<file path="src/rtl/peak_track_pkg.sv">
// Shared definitions for the peak-hold tracker: sweep state encoding and default widths.
package peak_track_pkg;

   typedef enum logic [1:0] {
      ST_IDLE  = 2'd0,
      ST_SWEEP = 2'd1,
      ST_DONE  = 2'd2
   } state_t;

   localparam int DEF_DATA_W = 12;
   localparam int DEF_POS_W  = 32;
   localparam int DEF_AXES   = 2;
   localparam int DEF_CNT_W  = 16;
   localparam int DEF_HYST   = 4;

endpackage : peak_track_pkg

</file>
<file path="src/rtl/peak_track_reg_if.sv">
// Sweep control, sample/position stream and peak result bundle of the peak-hold register.
// Signal names are from the register's point of view (i_ = into it, o_ = out of it).
interface peak_track_reg_if
   import peak_track_pkg::*;
#(
   parameter int DATA_W = DEF_DATA_W,
   parameter int POS_W  = DEF_POS_W,
   parameter int AXES   = DEF_AXES,
   parameter int CNT_W  = DEF_CNT_W
) ();

   logic                   i_start;
   logic                   i_stop;
   logic                   i_sample_valid;
   logic [DATA_W-1:0]      i_sample;
   logic [AXES*POS_W-1:0]  i_pos;

   logic [DATA_W-1:0]      o_peak_val;
   logic [AXES*POS_W-1:0]  o_peak_pos;
   logic [CNT_W-1:0]       o_peak_idx;
   logic [CNT_W-1:0]       o_sample_cnt;
   logic                   o_peak_valid;
   logic                   o_peak_upd;
   logic                   o_busy;
   logic                   o_done;

   // Sweep controller / sample source side
   modport master (
      output i_start, i_stop, i_sample_valid, i_sample, i_pos,
      input  o_peak_val, o_peak_pos, o_peak_idx, o_sample_cnt,
             o_peak_valid, o_peak_upd, o_busy, o_done
   );

   // Peak-hold register side
   modport slave (
      input  i_start, i_stop, i_sample_valid, i_sample, i_pos,
      output o_peak_val, o_peak_pos, o_peak_idx, o_sample_cnt,
             o_peak_valid, o_peak_upd, o_busy, o_done
   );

endinterface : peak_track_reg_if

</file>
<file path="src/rtl/peak_cmp.sv">
// Combinational capture decision: a sample replaces the stored peak when nothing is stored
// yet, or when it beats the stored peak by at least HYST. If peak + HYST no longer fits in
// DATA_W bits, no sample can ever reach it, so capture is blocked.
module peak_cmp
   import peak_track_pkg::*;
#(
   parameter int DATA_W = DEF_DATA_W,
   parameter int HYST   = DEF_HYST
) (
   input  logic [DATA_W-1:0] i_sample,
   input  logic [DATA_W-1:0] i_peak_val,
   input  logic              i_peak_valid,
   output logic              o_capture
);

   logic [DATA_W:0] w_thresh;

   // Threshold carried one bit wider so its top bit flags an unreachable threshold.
   assign w_thresh  = {1'b0, i_peak_val} + (DATA_W + 1)'(HYST);
   assign o_capture = !i_peak_valid ||
                      (!w_thresh[DATA_W] && (i_sample >= w_thresh[DATA_W-1:0]));

endmodule : peak_cmp

</file>
<file path="src/rtl/peak_track_reg.sv">
// Peak-hold register for the tracker sweep. START clears the result and opens a sweep,
// valid samples are counted and compared against the stored peak, STOP closes the sweep
// with a one-cycle DONE pulse, and the result is then held in IDLE for the servo logic.
module peak_track_reg
   import peak_track_pkg::*;
#(
   parameter int DATA_W = DEF_DATA_W,
   parameter int POS_W  = DEF_POS_W,
   parameter int AXES   = DEF_AXES,
   parameter int HYST   = DEF_HYST,
   parameter int CNT_W  = DEF_CNT_W
) (
   input  logic             i_clk,
   input  logic             i_rst_n,
   peak_track_reg_if.slave  bus
);

   localparam logic [CNT_W-1:0] CNT_ONE = CNT_W'(1);
   localparam logic [CNT_W-1:0] CNT_MAX = '1;

   state_t                 r_state;
   logic [DATA_W-1:0]      r_peak_val;
   logic [AXES*POS_W-1:0]  r_peak_pos;
   logic [CNT_W-1:0]       r_peak_idx;
   logic [CNT_W-1:0]       r_sample_cnt;
   logic                   r_peak_valid;
   logic                   r_peak_upd;
   logic                   r_busy;
   logic                   r_done;

   logic                   w_capture;

   peak_cmp #(
      .DATA_W (DATA_W),
      .HYST   (HYST)
   ) u_cmp (
      .i_sample     (bus.i_sample),
      .i_peak_val   (r_peak_val),
      .i_peak_valid (r_peak_valid),
      .o_capture    (w_capture)
   );

   // Sweep FSM with the peak result, sample counter and status flags as registered outputs.
   always_ff @(posedge i_clk or negedge i_rst_n) begin
      if (!i_rst_n) begin
         // NOTE: every register here drives an output, so all of them are reset; there is no
         // storage array whose reset could be skipped.
         r_state      <= ST_IDLE;
         r_peak_val   <= '0;
         r_peak_pos   <= '0;
         r_peak_idx   <= '0;
         r_sample_cnt <= '0;
         r_peak_valid <= 1'b0;
         r_peak_upd   <= 1'b0;
         r_busy       <= 1'b0;
         r_done       <= 1'b0;
      end else begin
         // NOTE: non-blocking assignments throughout, so every branch sees this cycle's
         // register values (the index capture below relies on the pre-increment count).
         r_peak_upd <= 1'b0;
         r_done     <= 1'b0;
         if (bus.i_start) begin
            // START wins over STOP and over a sample in the same cycle.
            r_state      <= ST_SWEEP;
            r_busy       <= 1'b1;
            r_peak_val   <= '0;
            r_peak_pos   <= '0;
            r_peak_idx   <= '0;
            r_sample_cnt <= '0;
            r_peak_valid <= 1'b0;
         end else begin
            case (r_state)
               ST_SWEEP: begin
                  if (bus.i_sample_valid) begin
                     if (r_sample_cnt != CNT_MAX) begin
                        r_sample_cnt <= r_sample_cnt + CNT_ONE;
                     end
                     if (w_capture) begin
                        r_peak_val   <= bus.i_sample;
                        r_peak_pos   <= bus.i_pos;
                        r_peak_idx   <= r_sample_cnt;
                        r_peak_valid <= 1'b1;
                        r_peak_upd   <= 1'b1;
                     end
                  end
                  if (bus.i_stop) begin
                     r_state <= ST_DONE;
                     r_busy  <= 1'b0;
                     r_done  <= 1'b1;
                  end
               end
               ST_DONE: r_state <= ST_IDLE;
               default: r_state <= ST_IDLE;
            endcase
         end
      end
   end

   assign bus.o_peak_val   = r_peak_val;
   assign bus.o_peak_pos   = r_peak_pos;
   assign bus.o_peak_idx   = r_peak_idx;
   assign bus.o_sample_cnt = r_sample_cnt;
   assign bus.o_peak_valid = r_peak_valid;
   assign bus.o_peak_upd   = r_peak_upd;
   assign bus.o_busy       = r_busy;
   assign bus.o_done       = r_done;

endmodule : peak_track_reg
</file>
<file path="src/flat_wrapper.sv">
// flat-port wrapper written by rule: the top's interface ports become plain ports
module peak_track_reg_flat import peak_track_pkg::*;
#(
   parameter int DATA_W = DEF_DATA_W,
   parameter int POS_W  = DEF_POS_W,
   parameter int AXES   = DEF_AXES,
   parameter int HYST   = DEF_HYST,
   parameter int CNT_W  = DEF_CNT_W
)
  (i_clk, i_rst_n, bus_i_start, bus_i_stop, bus_i_sample_valid, bus_i_sample, bus_i_pos, bus_o_peak_val, bus_o_peak_pos, bus_o_peak_idx, bus_o_sample_cnt, bus_o_peak_valid, bus_o_peak_upd, bus_o_busy, bus_o_done);
  peak_track_reg_if #(.DATA_W(DATA_W), .POS_W(POS_W), .AXES(AXES), .CNT_W(CNT_W)) bus_i ();
  input  logic i_clk;
  input  logic i_rst_n;
  input wire logic [$bits(bus_i.i_start)-1:0] bus_i_start;
  input wire logic [$bits(bus_i.i_stop)-1:0] bus_i_stop;
  input wire logic [$bits(bus_i.i_sample_valid)-1:0] bus_i_sample_valid;
  input wire logic [$bits(bus_i.i_sample)-1:0] bus_i_sample;
  input wire logic [$bits(bus_i.i_pos)-1:0] bus_i_pos;
  output wire logic [$bits(bus_i.o_peak_val)-1:0] bus_o_peak_val;
  output wire logic [$bits(bus_i.o_peak_pos)-1:0] bus_o_peak_pos;
  output wire logic [$bits(bus_i.o_peak_idx)-1:0] bus_o_peak_idx;
  output wire logic [$bits(bus_i.o_sample_cnt)-1:0] bus_o_sample_cnt;
  output wire logic [$bits(bus_i.o_peak_valid)-1:0] bus_o_peak_valid;
  output wire logic [$bits(bus_i.o_peak_upd)-1:0] bus_o_peak_upd;
  output wire logic [$bits(bus_i.o_busy)-1:0] bus_o_busy;
  output wire logic [$bits(bus_i.o_done)-1:0] bus_o_done;
  assign bus_i.i_start = bus_i_start;
  assign bus_i.i_stop = bus_i_stop;
  assign bus_i.i_sample_valid = bus_i_sample_valid;
  assign bus_i.i_sample = bus_i_sample;
  assign bus_i.i_pos = bus_i_pos;
  assign bus_o_peak_val = bus_i.o_peak_val;
  assign bus_o_peak_pos = bus_i.o_peak_pos;
  assign bus_o_peak_idx = bus_i.o_peak_idx;
  assign bus_o_sample_cnt = bus_i.o_sample_cnt;
  assign bus_o_peak_valid = bus_i.o_peak_valid;
  assign bus_o_peak_upd = bus_i.o_peak_upd;
  assign bus_o_busy = bus_i.o_busy;
  assign bus_o_done = bus_i.o_done;
  peak_track_reg #(.DATA_W(DATA_W), .POS_W(POS_W), .AXES(AXES), .HYST(HYST), .CNT_W(CNT_W)) u_core (.i_clk(i_clk), .i_rst_n(i_rst_n), .bus(bus_i));
endmodule
</file>
<file path="config.mk">
export PLATFORM = sky130hd
export DESIGN_NAME = peak_track_reg_flat
export DESIGN_NICKNAME = d
export VERILOG_FILES = /design/src/rtl/peak_track_pkg.sv /design/src/rtl/peak_track_reg_if.sv /design/src/rtl/peak_cmp.sv /design/src/rtl/peak_track_reg.sv /design/src/flat_wrapper.sv
export SDC_FILE = /design/constraint.sdc
export NUM_CORES = 1
export LEC_CHECK = 0
export ABC_CLOCK_PERIOD_IN_PS = 2550
export BUFFER_PORTS_ARGS = -buffer_cell sky130_fd_sc_hd__buf_2
export CORE_MARGIN = 5
export CORE_UTILIZATION = 44
export DETAILED_ROUTE_END_ITERATION = 8
export GPL_ROUTABILITY_DRIVEN = 0
export PLACE_DENSITY_LB_ADDON = 0.3
export REMOVE_ABC_BUFFERS = 1
export SLEW_MARGIN = 20
export SYNTH_ARGS = -nofsm -noshare
export SYNTH_HDL_FRONTEND = slang
export SYNTH_SLANG_ARGS = --single-unit
export TNS_END_PERCENT = 100
</file>
<file path="constraint.sdc">
create_clock -name i_clk -period 2.55 [get_ports i_clk]
set_input_delay 0.255 -clock i_clk [delete_from_list [all_inputs] [get_ports i_clk]]
set_output_delay 0.255 -clock i_clk [all_outputs]
set_load 0.1 [all_outputs]
</file>
After elaboration in Yosys (flattened, before gate mapping)
Cells that the tools add are included.
{"block": "totals", "out_inout_bits": 112, "wordCells": 60, "in_bits": 81, "register_bits": 114}
{"block": "op_classes", "addsub": 2, "order_cmp": 1, "reduce_logical": 12, "n_mux": 33, "n_eq_ne": 3}
{"op": "two-way mux 64 bit", "n": 4}
{"op": "two-way mux 16 bit", "n": 8}
{"op": "two-way mux 12 bit", "n": 4}
{"op": "adder 16 x 1 -> 16 bit, second input constant", "n": 1}
{"op": "!= test 16 bit, second input constant", "n": 1}
{"op": "two-way mux 1 bit", "n": 14}
{"op": "adder 12 x 3 -> 13 bit, second input constant", "n": 1}
{"op": ">= comparator 12 bit", "n": 1}
{"op": "nonzero test 2 bit", "n": 5}
{"op": "two-way mux 2 bit", "n": 3}
{"op": "AND reduction 3 bit", "n": 2}
{"op": "!= test 3 bit, second input constant", "n": 1}
{"op": "equality test 2 x 1 -> 1 bit, second input constant", "n": 1}
{"op": "logical NOT 1 bit", "n": 2}
{"op": "AND reduction 2 bit", "n": 1}
{"op": "logical AND 1 bit", "n": 1}
{"op": "logical OR 1 bit", "n": 1}

Depth between registers and ports, before layout
Gate-level depths: netlist (run 1).
{"block": "depth", "depth_word": 8, "ltp_mapped": 13, "depth_no_buf": 11}

Cells and area by module
From an unflattened synthesis (run 1), not the netlist that was laid out.
{"block": "unflattened", "cells_unflattened": 570, "area_unflattened_um2": 5188.7}
{"module": "peak_track_reg", "n_inst": 1, "cells_each": 512, "area_each_um2": 4770.8, "seq_area_each_um2": 2852.7}
{"module": "peak_cmp", "n_inst": 1, "cells_each": 58, "area_each_um2": 417.9, "seq_area_each_um2": 0.0}

Worst setup path before layout (run 1)
OpenSTA, ideal clock, no wires.
{"block": "synth_timing", "kind": "reg-to-reg", "startpoint": "reg u_core.r_peak_val[4] (netlist: u_core.bus.o_peak_val[4])", "endpoint": "reg u_core.r_peak_val[4] (netlist: u_core.bus.o_peak_val[4])", "synth_period_minus_slack_ns": 3.404, "arrival_time_ns": 3.280, "path_stages_with_launch": 14, "setup_time_ns": 0.124, "path_slack_ns": -0.854, "n_path_buf": 2, "cell_sequence": "dfrtp_1 > nand3_1 > nor2_1 > and3_1 > and3_1 > xnor2_1 > ha_1 > nand4_1 > nor3_1 > a21oi_1 > a221o_1 > clkbuf_1 > buf_2 > a22o_1"}
{"block": "synth_between", "elab_chain_cells": 6}
{"element": "from (decl)", "line_no": "peak_track_reg.sv:22", "text": "logic [DATA_W-1:0] r_peak_val;"}
{"element": "from (signal assigned)", "line_no": "peak_track_reg.sv:79", "text": "r_peak_val <= bus.i_sample;"}
{"element": "adder 12 x 3 -> 13 bit (*)", "line_no": "peak_cmp.sv:19", "text": "assign w_thresh = {1'b0, i_peak_val} + (DATA_W + 1)'(HYST);"}
{"element": ">= comparator 12 bit / logical NOT 1 bit (equally long branches)", "line_no": "peak_cmp.sv:21", "text": "(!w_thresh[DATA_W] && (i_sample >= w_thresh[DATA_W-1:0]));"}
{"element": "logical AND 1 bit (*)", "line_no": "peak_cmp.sv:21"}
{"element": "logical OR 1 bit (*)", "line_no": "peak_cmp.sv:20", "text": "assign o_capture = !i_peak_valid ||"}
{"element": "nonzero test 2 bit (no source line) (*)"}
{"element": "AND reduction 3 bit (no source line) (*)"}
Every way passes the cells marked *; elsewhere a longest branch is shown, timed or not.
A chain may end at the register's enable or synchronous reset.

Worst setup path after layout (run 1)
{"block": "layout_timing", "startpoint": "reg u_core.r_peak_val[4] (netlist: u_core.bus.o_peak_val[4])", "endpoint": "reg u_core.r_peak_pos[14] (netlist: u_core.bus.o_peak_pos[14])"}
{"block": "layout_between", "elab_chain_cells": 6}
{"element": "adder 12 x 3 -> 13 bit (*)", "line_no": "peak_cmp.sv:19"}
{"element": ">= comparator 12 bit / logical NOT 1 bit (equally long branches)", "line_no": "peak_cmp.sv:21"}
{"element": "logical AND 1 bit (*)", "line_no": "peak_cmp.sv:21"}
{"element": "logical OR 1 bit (*)", "line_no": "peak_cmp.sv:20"}
{"element": "nonzero test 2 bit (no source line) (*)"}
{"element": "AND reduction 3 bit (no source line) (*)"}
{"element": "to (signal assigned)", "line_no": "peak_track_reg.sv:80", "text": "r_peak_pos <= bus.i_pos;"}
{"element": "to (decl)", "line_no": "peak_track_reg.sv:23", "text": "logic [AXES*POS_W-1:0] r_peak_pos;"}
Marked as above.

==> results.yml, run 1 <==
place:
  place_ws_ps: -245
  portBuffers: 192
  dp_hpwl_mm: 9.11
route:
  wl_met1_mm: 6.09
  vias: 4410
  wire_per_inst_um: 19.0
  drc: 0
  drt_pre_antenna_iters: 5
  antenna_left: 0
  wl_met2_mm: 8.33
  drt_iter0_markers: 235
  met3WireLength_um: 864
  highest_layer: "met4"
  viasPerCell: 5.33
  routed_wl_mm: 15.7
setup_path:
  reg2reg_from: "u_core.bus.o_peak_val[4]$_DFFE_PN0P_"
  r2r_setup_slack_ps: -280
  arrival_ps: 3240
  rr_worst_depth: 13
  reg2reg_to: "u_core.bus.o_peak_pos[14]$_DFFE_PN0P_"
  crit_fanout: 26
  critPathCaptureType: "flip-flop"
  required_ps: 2950
  startpoint_type: "flip-flop"
  crit_type: "flip-flop to flip-flop"
die:
  fp-row-count: 38
  initial_core_util_pct: 44.7
  dieArea_um2: 13100
  die_h_um: 114
  ios: 193
  die_x_um: 114
  core_area_um2: 10700
layout:
  area_delta_synth_final_pct: 57.7
  final_common_cell: "buf_2"
  n_fill_cell: 761
  multiInputGateArea_um2: 1800
  nets: 769
  drive_above_1_share_pct: 39.1
  seqCellArea_um2: 2850
  final_cell_mix: "buf_2 (191), dfrtp_1 (114), a22o_1 (92), dlygate4sd3_1 (78), nor2_1 (24)"
clock_tree:
  cts_tree: "yes"
  clk_pin_slew_ps: 60
  cts_buffers: 17
  clk-insertion-delay-late_ps: 520
  cts_root_buffer: "clkbuf_8"
  h-tree-depth: 4
  cts_buffer_depth: 2
  numClockSinks: 114
synth:
  seq_area_frac_synth_pct: 59.4
  syn_area_per_cell_um2: 12.8
  netlist-cell-type-count: 39
  yosysWarningCount: 0
  synth_seq_cells: 114
  syn_inst: 376
  syn-cell-area_um2: 4800
power:
  p_leak_nw: 3.92
  power_density_nw_per_um2: 811
  vdd_drop_max_uv: 561
grt:
  grt_max_degree: 61
  grt_use_total_pct: 24.3
  overflow: 0
  grt_pass1_wl_mm: 24.6
  antenna_found_initial: 1
  first_global_vias: 4683
sta:
  clock.fmax_mhz: 353
  clock_skew_ps: 11.0
  worst_pin_slew_ps: 782
  period_needed_ps: 2830
  finalSetupTns_ps: -21860
  hold_slack_ps: 84.4
  setup_ws_ps: -285
  slew_headroom_pct: 47.9
  rsz0062_at_grt: "yes"
  hold_viol: 0
  fin_crit_sh_pct: 111
  setup_viol: 92
  drv_slew: 0
min_path:
  min_to: "u_core.r_state[0]$_DFFE_PN0P_"
  hold_depth: 3
  hp-class: "input port to flip-flop"
  min_from: "bus_i_start"
run_status:
  violations: "setup timing"
  status: "complete, but fails checks"
flow_run:
  max_cap_violations: 0
==> worst max-delay path, stage by stage, from the launching register on <==
cell and delay [ps]:
dfrtp_1 380, nand3_2 90, nor2_2 140, and3_4 190
and3_4 180, xnor2_1 60, ha_1 300, nand4_1 140
nor3_2 220, a21oi_2 90, a221o_4 390, buf_6 150
buf_12 160, a22o_1 220
==> synthesized netlist by cell type <==
| master | n | area share [%] |
|---|---|---|
| buf_1 | 1 | 0.078 |
| a31oi_1 | 1 | 0.13 |
| nand3_1 | 9 | 0.94 |
| xor2_1 | 2 | 0.36 |
| a22o_1 | 92 | 17 |
| buf_6 | 8 | 1.9 |
| nor3b_1 | 4 | 0.63 |
| o311a_1 | 1 | 0.21 |
| a221o_1 | 1 | 0.21 |
| clkbuf_1 | 6 | 0.47 |
| ha_1 | 14 | 3.6 |
| xnor2_1 | 14 | 2.6 |
| and3_1 | 5 | 0.65 |
| buf_2 | 10 | 1.0 |
| and4_1 | 1 | 0.18 |
| nor3_2 | 1 | 0.21 |
| o21ai_0 | 6 | 0.63 |
| nor2b_1 | 4 | 0.52 |
| nand2_1 | 8 | 0.63 |
| a2111oi_4 | 1 | 0.57 |
| o21ai_1 | 1 | 0.10 |
| nor3_1 | 4 | 0.42 |
| and3b_1 | 1 | 0.18 |
| a31o_2 | 1 | 0.18 |
| or3_1 | 1 | 0.13 |
| nand3b_1 | 1 | 0.16 |
| a21oi_1 | 9 | 0.94 |
| dfrtp_1 | 114 | 59 |
| a41o_1 | 1 | 0.21 |
| o311ai_0 | 1 | 0.18 |
| inv_1 | 9 | 0.70 |
| a211oi_1 | 3 | 0.47 |
| nand2b_1 | 1 | 0.13 |
| nand4_1 | 7 | 0.91 |
| a311oi_1 | 1 | 0.18 |
| nor4_1 | 2 | 0.26 |
| nor2_1 | 25 | 2.0 |
| mux2_2 | 4 | 0.94 |
| mux2i_1 | 1 | 0.21 |
==> power by group <==
group | leakage, nW | internal, mW | switching [mW]
Clock | 0.266 | 1.35 | 0.770
Combinational | 2.12 | 0.485 | 1.48
Sequential | 1.54 | 1.96 | 0.101
Total | 3.92 | 3.79 | 2.35
==> cell type report <==
class                      instances  share of cell area [%]
antenna                            1                  0.0330
clock buffer                      25                    6.26
clock inverter                     6                   0.727
inverter                           9                   0.446
multi-input combinational        228                    23.8
sequential                       114                    37.7
tap                              140                    2.31
timing repair buffer             304                    28.8
==> what timing repair did <==
item	CTS	global route
hold endpoints to repair	137	0
pin swaps	10	6
hold buffers	78	0
setup buffers	5	1
resized for setup	13	1
cloned	5	0
setup endpoints to repair	92	93
==> cells by family (layout without fill, tap and decap cells) <==
group,Yosys count,in the layout,synth area share [%]
AO/OA/AOI/OAI,119,119,20.8
buffers and inverters,34,344,4.17
AND/OR/NAND/NOR,74,74,7.90
multiplexers,5,5,1.15
XOR/XNOR,16,16,2.92
adder cells (fa/ha/maj),14,14,3.65
flip-flops,114,114,59.4
other,0,1,0
==> flip-flops by register name, indices dropped and copies added (netlist names) <==
name                     flops
u_core.bus.o_sample_cnt     16
u_core.bus.o_peak_upd        1
u_core.bus.o_done            1
u_core.bus.o_peak_idx       16
u_core.bus.o_peak_valid      1
u_core.bus.o_peak_val       12
u_core.r_state               2
u_core.bus.o_busy            1
u_core.bus.o_peak_pos       64
==> through the flow <==
step	power, mW	util (%)	std cells	area, um2
after floorplan	3.40	-	351	4630
after CTS	6.14	70.3	825	7560
final	6.14	70.5	827	7570
after global routing	6.35	70.5	827	7570
after detailed placement	3.84	56.1	706	6030
after global placement	3.81	56.1	706	6030
==> metal layers <==
layer,vias up,GRT usage (%)
li1,2020,-
met1,2190,28.5
met3,34,6.03
met4,0,10.1
met5,-,0
met2,166,42.5
==> worst max path at each step <==
stage	cells past startpoint	startpoint	slack, ps	end
floorplan	11	u_core.bus.o_peak_val[4]$_DFFE_PN0P_	-3530	u_core.bus.o_peak_idx[0]$_DFFE_PN0P_
detailed placement	13	u_core.bus.o_peak_val[2]$_DFFE_PN0P_	-240	u_core.bus.o_peak_pos[29]$_DFFE_PN0P_
global placement	13	u_core.bus.o_peak_val[5]$_DFFE_PN0P_	-180	u_core.bus.o_peak_pos[28]$_DFFE_PN0P_
finish	13	u_core.bus.o_peak_val[4]$_DFFE_PN0P_	-280	u_core.bus.o_peak_pos[14]$_DFFE_PN0P_
CTS	13	u_core.bus.o_peak_val[2]$_DFFE_PN0P_	-210	u_core.bus.o_peak_pos[30]$_DFFE_PN0P_
global route	13	u_core.bus.o_peak_val[5]$_DFFE_PN0P_	-430	u_core.bus.o_peak_pos[57]$_DFFE_PN0P_
Power figures use the tool's default switching activity.
==> run 2, diff against run 1 <==
Settings changed: PLACE_DENSITY set to 0.77, PLACE_DENSITY_LB_ADDON 0.3 to not set.
==> results.yml, run 2 (synthesis results as in run 1) <==
sta:
  drv_slew: 0
  hold_viol: 0
  rsz0062_at_grt: "yes"
  clock.fmax_mhz: 358
  fin_crit_sh_pct: 110
  worst_pin_slew_ps: 854
  period_needed_ps: 2790
  clock_skew_ps: 13.3
  hold_slack_ps: 29.5
  setup_viol: 92
  setup_ws_ps: -245
  slew_headroom_pct: 43.1
route:
  drt_pre_antenna_iters: 9
  antenna_left: 0
  vias: 4683
  wire_per_inst_um: 21.4
  viasPerCell: 5.62
  drt_iter0_markers: 497
  routed_wl_mm: 17.8
  drc: 0
power:
  pwr-share-clk_pct: 37.0
  p_leak_nw: 4.00
  intPower_mw: 4.06
  power_density_nw_per_um2: 840
  p_total_mw: 6.54
  p_sw_share_pct: 37.9
  vdd_drop_max_uv: 648
  power_frac_comb_pct: 31.3
  p_sw_mw: 2.48
  seqPwrFrac_pct: 31.6
clock_tree:
  cts_tree: "yes"
  numClockSinks: 114
  cts_buffer_depth: 2
  cts_buffers: 17
  clk_pin_slew_ps: 60
  cts_root_buffer: "clkbuf_8"
  h-tree-depth: 4
  clk-insertion-delay-late_ps: 530
setup_path:
  crit_end: "u_core.bus.o_peak_pos[25]$_DFFE_PN0P_"
  reg2reg_to: "u_core.bus.o_peak_pos[25]$_DFFE_PN0P_"
  crit_type: "flip-flop to flip-flop"
  critPathCaptureType: "flip-flop"
  rr_worst_depth: 15
  crit_fanout: 12
  critPathSlowestCell: "dfrtp_1"
  arrival_ps: 3200
  reg2reg_from: "u_core.bus.o_peak_val[5]$_DFFE_PN0P_"
  r2r_setup_slack_ps: -240
  required_ps: 2960
  setup.worst_path.start: "u_core.bus.o_peak_val[5]$_DFFE_PN0P_"
  cpPeakStageDelay_ps: 370
  startpoint_type: "flip-flop"
  crit_path_cell_trace: "nand3_2 -> nor2_4 -> and3_4 -> and3_4 -> xnor2_1 -> ha_1 -> buf_6 -> a21oi_2 -> o21ai_2 -> a21oi_2 -> buf_4 -> o21ai_4 -> buf_12 -> clkbuf_16 -> a22o_1"
grt:
  grt_pass1_wl_mm: 24.6
  grt_use_total_pct: 24.6
  grt_max_degree: 66
  overflow: 0
  antenna_found_initial: 0
  first_global_vias: 4554
layout:
  final_common_cell: "buf_2"
  nets: 775
  post-route-util_pct: 72.4
  largest_reg_flops: 64
  area_delta_synth_final_pct: 62.1
  final_cell_mix: "buf_2 (191), dfrtp_1 (114), a22o_1 (90), dlygate4sd3_1 (77)"
  n_fill_cell: 670
  final_area_um2: 7780
  antenna_cells: 0
  seqCellArea_um2: 2850
  multiInputGateArea_um2: 1830
  drive_above_1_share_pct: 40.5
min_path:
  hold_depth: 2
  hp-class: "input port to flip-flop"
place:
  dpl-instance-area_um2: 6030
  dp_hpwl_mm: 9.20
  portBuffers: 192
run_status:
  status: "complete, but fails checks"
  violations: "setup timing"
die:
  initial_core_util_pct: 44.7
  die_x_um: 114
  core_area_um2: 10700
  fp-row-count: 38
  dieArea_um2: 13100
  die_h_um: 114
  ios: 193
flow_run:
  max_cap_violations: 0
-- run 2: worst min-delay path by stage --
stage,start,end,slack (ps)
floorplan,i_rst_n,u_core.bus.o_busy$_DFFE_PN0P_,-40
global placement,i_rst_n,u_core.bus.o_peak_val[8]$_DFFE_PN0P_,400
detailed placement,i_rst_n,u_core.bus.o_peak_val[0]$_DFFE_PN0P_,410
CTS,bus_i_sample[1],u_core.bus.o_peak_val[1]$_DFFE_PN0P_,0.5
global route,bus_i_sample[1],u_core.bus.o_peak_val[1]$_DFFE_PN0P_,30
finish,bus_i_sample[1],u_core.bus.o_peak_val[1]$_DFFE_PN0P_,30
-- run 2: stage by stage --
stage / TNS, ps / setup WS (ps) / cells
2_1_floorplan: -328120 / -3530 / 351
3_3_place_gp: -13950 / -168 / 706
3_5_place_dp: -26020 / -308 / 706
4_1_cts: -13890 / -203 / 821
5_1_grt: -27160 / -341 / 833
6_report: -18650 / -245 / 833
-- run 2: power groups by stage --
stage	combinational, mW	sequential, mW	clock [mW]
after detailed placement	1.77	2.07	0
final	2.05	2.07	2.42
after floorplan	0.281	3.12	0
after global placement	1.75	2.07	0
after global routing	2.11	2.08	2.53
after CTS	1.90	2.04	2.42
-- run 2: worst max-delay path: cells and delay by family (launching register included) --
family / cells / cell delay [ps]
simple gates: 4 / 580
fa+ha+maj: 1 / 280
flops: 1 / 370
buf+inv: 4 / 630
xor+xnor: 1 / 110
compound gates: 5 / 700
-- run 2: cell type report --
cell class	instances	area share (%)
sequential	114	36.7
timing repair buffer	310	29.5
multi-input combinational	228	23.5
clock buffer	22	5.56
tap	140	2.25
clock inverter	10	2.04
inverter	9	0.434
-- run 2: what timing repair did --
item	in CTS	in global routing
pin swaps	10	55
gates resized for setup	11	11
endpoints found under the hold margin	142	0
buffers inserted	5	2
cloned	1	10
hold buffers	77	0
endpoints found under the setup margin	93	93
-- run 2: layer usage --
layer | vias to the layer above | GRT usage [%] | routed length (um)
li1 | 2027 | - | -
met1 | 2321 | 30.5 | 6960
met2 | 283 | 40.2 | 8660
met3 | 52 | 7.45 | 1630
met4 | 0 | 9.90 | 581
met5 | - | 0 | 0
==> run 3, diff against run 2 <==
Settings changed: CORE_MARGIN 5 to 10.
==> results.yml, run 3 (synthesis results as in run 1) <==
run_status:
  status: "complete, but fails checks"
  violations: "setup timing"
layout:
  drive_above_1_share_pct: 40.2
  area_delta_synth_final_pct: 60.2
  largest_reg_flops: 64
  final_common_cell: "buf_2"
  antenna_cells: 0
  final_area_um2: 7690
  nets: 768
  final_cell_mix: "buf_2 (191), dfrtp_1 (114), a22o_1 (91), dlygate4sd3_1 (77), nor2_1 (24)"
clock_tree:
  cts_buffer_depth: 2
  numClockSinks: 114
  clk-insertion-delay-late_ps: 510
  clk_pin_slew_ps: 60
  cts_root_buffer: "clkbuf_8"
  h-tree-depth: 4
  cts_buffers: 17
  cts_tree: "yes"
grt:
  overflow: 0
  grt_pass1_wl_mm: 28.0
  grt_use_total_pct: 22.5
  first_global_vias: 4693
  grt_max_degree: 61
  antenna_found_initial: 0
route:
  vias: 4549
  wire_per_inst_um: 21.7
  antenna_left: 0
  drc: 0
  drt_pre_antenna_iters: 5
  routed_wl_mm: 17.9
  drt_iter0_markers: 540
  viasPerCell: 5.51
flow_run:
  max_cap_violations: 0
die:
  die_h_um: 124
  initial_core_util_pct: 44.7
  ios: 193
  fp-row-count: 38
  dieArea_um2: 15500
  core_area_um2: 10700
  die_x_um: 124
min_path:
  min_from: "bus_i_pos[19]"
  hold_depth: 2
  min_to: "u_core.bus.o_peak_pos[19]$_DFFE_PN0P_"
  hp-class: "input port to flip-flop"
sta:
  slew_headroom_pct: 52.0
  drv_slew: 0
  clock_skew_ps: 7.60
  hold_viol: 0
  period_needed_ps: 2870
  worst_pin_slew_ps: 720
  hold_slack_ps: 80.4
  clock.fmax_mhz: 349
  setup_ws_ps: -319
  setup_viol: 93
  fin_crit_sh_pct: 113
  rsz0062_at_grt: "yes"
power:
  power_density_nw_per_um2: 853
  vdd_drop_max_uv: 559
  p_leak_nw: 3.97
  p_total_mw: 6.56
setup_path:
  arrival_ps: 3250
  r2r_setup_slack_ps: -320
  crit_fanout: 8
  critPathCaptureType: "flip-flop"
  rr_worst_depth: 14
  crit_type: "flip-flop to flip-flop"
  required_ps: 2930
  reg2reg_from: "u_core.bus.o_peak_val[2]$_DFFE_PN0P_"
  startpoint_type: "flip-flop"
  reg2reg_to: "u_core.bus.o_peak_pos[19]$_DFFE_PN0P_"
place:
  dpl-instance-area_um2: 6030
  dp_hpwl_mm: 10.5
  portBuffers: 192
==> run 3: critical path, stage by stage (launching register included) <==
cell     delay, ps
dfrtp_1        390
nand2_2        110
nor2_4         130
and3_4         180
and3_4         200
xnor2_2         70
ha_1           320
buf_6          110
nand2_1         70
o21ai_2        150
a21oi_2         60
a221o_4        430
buf_12         160
buf_16         140
a22o_1         210
==> run 3: repair_timing <==
action	4_1_cts	5_1_grt
hold endpoints to repair	130	1
gates resized for setup	20	6
hold buffers	76	1
setup endpoints to repair	93	93
buffers inserted	8	0
pin swaps	9	7
cloned	4	0
==> run 3: layout make-up <==
type / instances / area (um2)
clock buffer: 23 / 467
clock inverter: 9 / 151
fill: 684 / 3060
inverter: 9 / 33.8
multi-input combinational: 228 / 1830
sequential: 114 / 2850
tap: 140 / 175
timing repair buffer: 303 / 2180
==> run 3: worst max path at each step <==
stage	start	endpoint	slack (ps)	cells past startpoint
2_1_floorplan	u_core.bus.o_peak_val[4]$_DFFE_PN0P_	u_core.bus.o_peak_idx[0]$_DFFE_PN0P_	-3530	11
3_3_place_gp	u_core.bus.o_peak_val[4]$_DFFE_PN0P_	u_core.bus.o_peak_pos[35]$_DFFE_PN0P_	-180	13
3_5_place_dp	u_core.bus.o_peak_val[4]$_DFFE_PN0P_	u_core.bus.o_peak_pos[56]$_DFFE_PN0P_	-270	13
4_1_cts	u_core.bus.o_peak_val[3]$_DFFE_PN0P_	u_core.bus.o_peak_pos[20]$_DFFE_PN0P_	-230	14
5_1_grt	u_core.bus.o_peak_val[2]$_DFFE_PN0P_	u_core.bus.o_peak_pos[46]$_DFFE_PN0P_	-400	13
6_report	u_core.bus.o_peak_val[2]$_DFFE_PN0P_	u_core.bus.o_peak_pos[19]$_DFFE_PN0P_	-320	14
==> run 3: stage by stage <==
step | worst slack, ps | cells | utilization [%] | TNS (ps)
final | -319 | 826 | 71.6 | -24560
after global routing | -400 | 826 | 71.6 | -33660
after CTS | -232 | 826 | 71.4 | -19850
after detailed placement | -270 | 706 | 56.1 | -21890
after global placement | -179 | 706 | 56.1 | -15400
after floorplan | -3530 | 351 | - | -328120
==> run 3: report_power, final <==
part / total, mW / internal, mW / switching, mW
Combinational: 2.01 / 0.500 / 1.51
Clock: 2.49 / 1.66 / 0.825
Sequential: 2.06 / 1.95 / 0.105
==> run 3: per-layer routing <==
layer	GRT usage (%)	wire, um	up-vias
met5	0	0	-
met4	7.20	414	0
met3	6.47	1280	27
met2	36.8	8810	244
met1	28.1	7390	2261
li1	-	-	2017
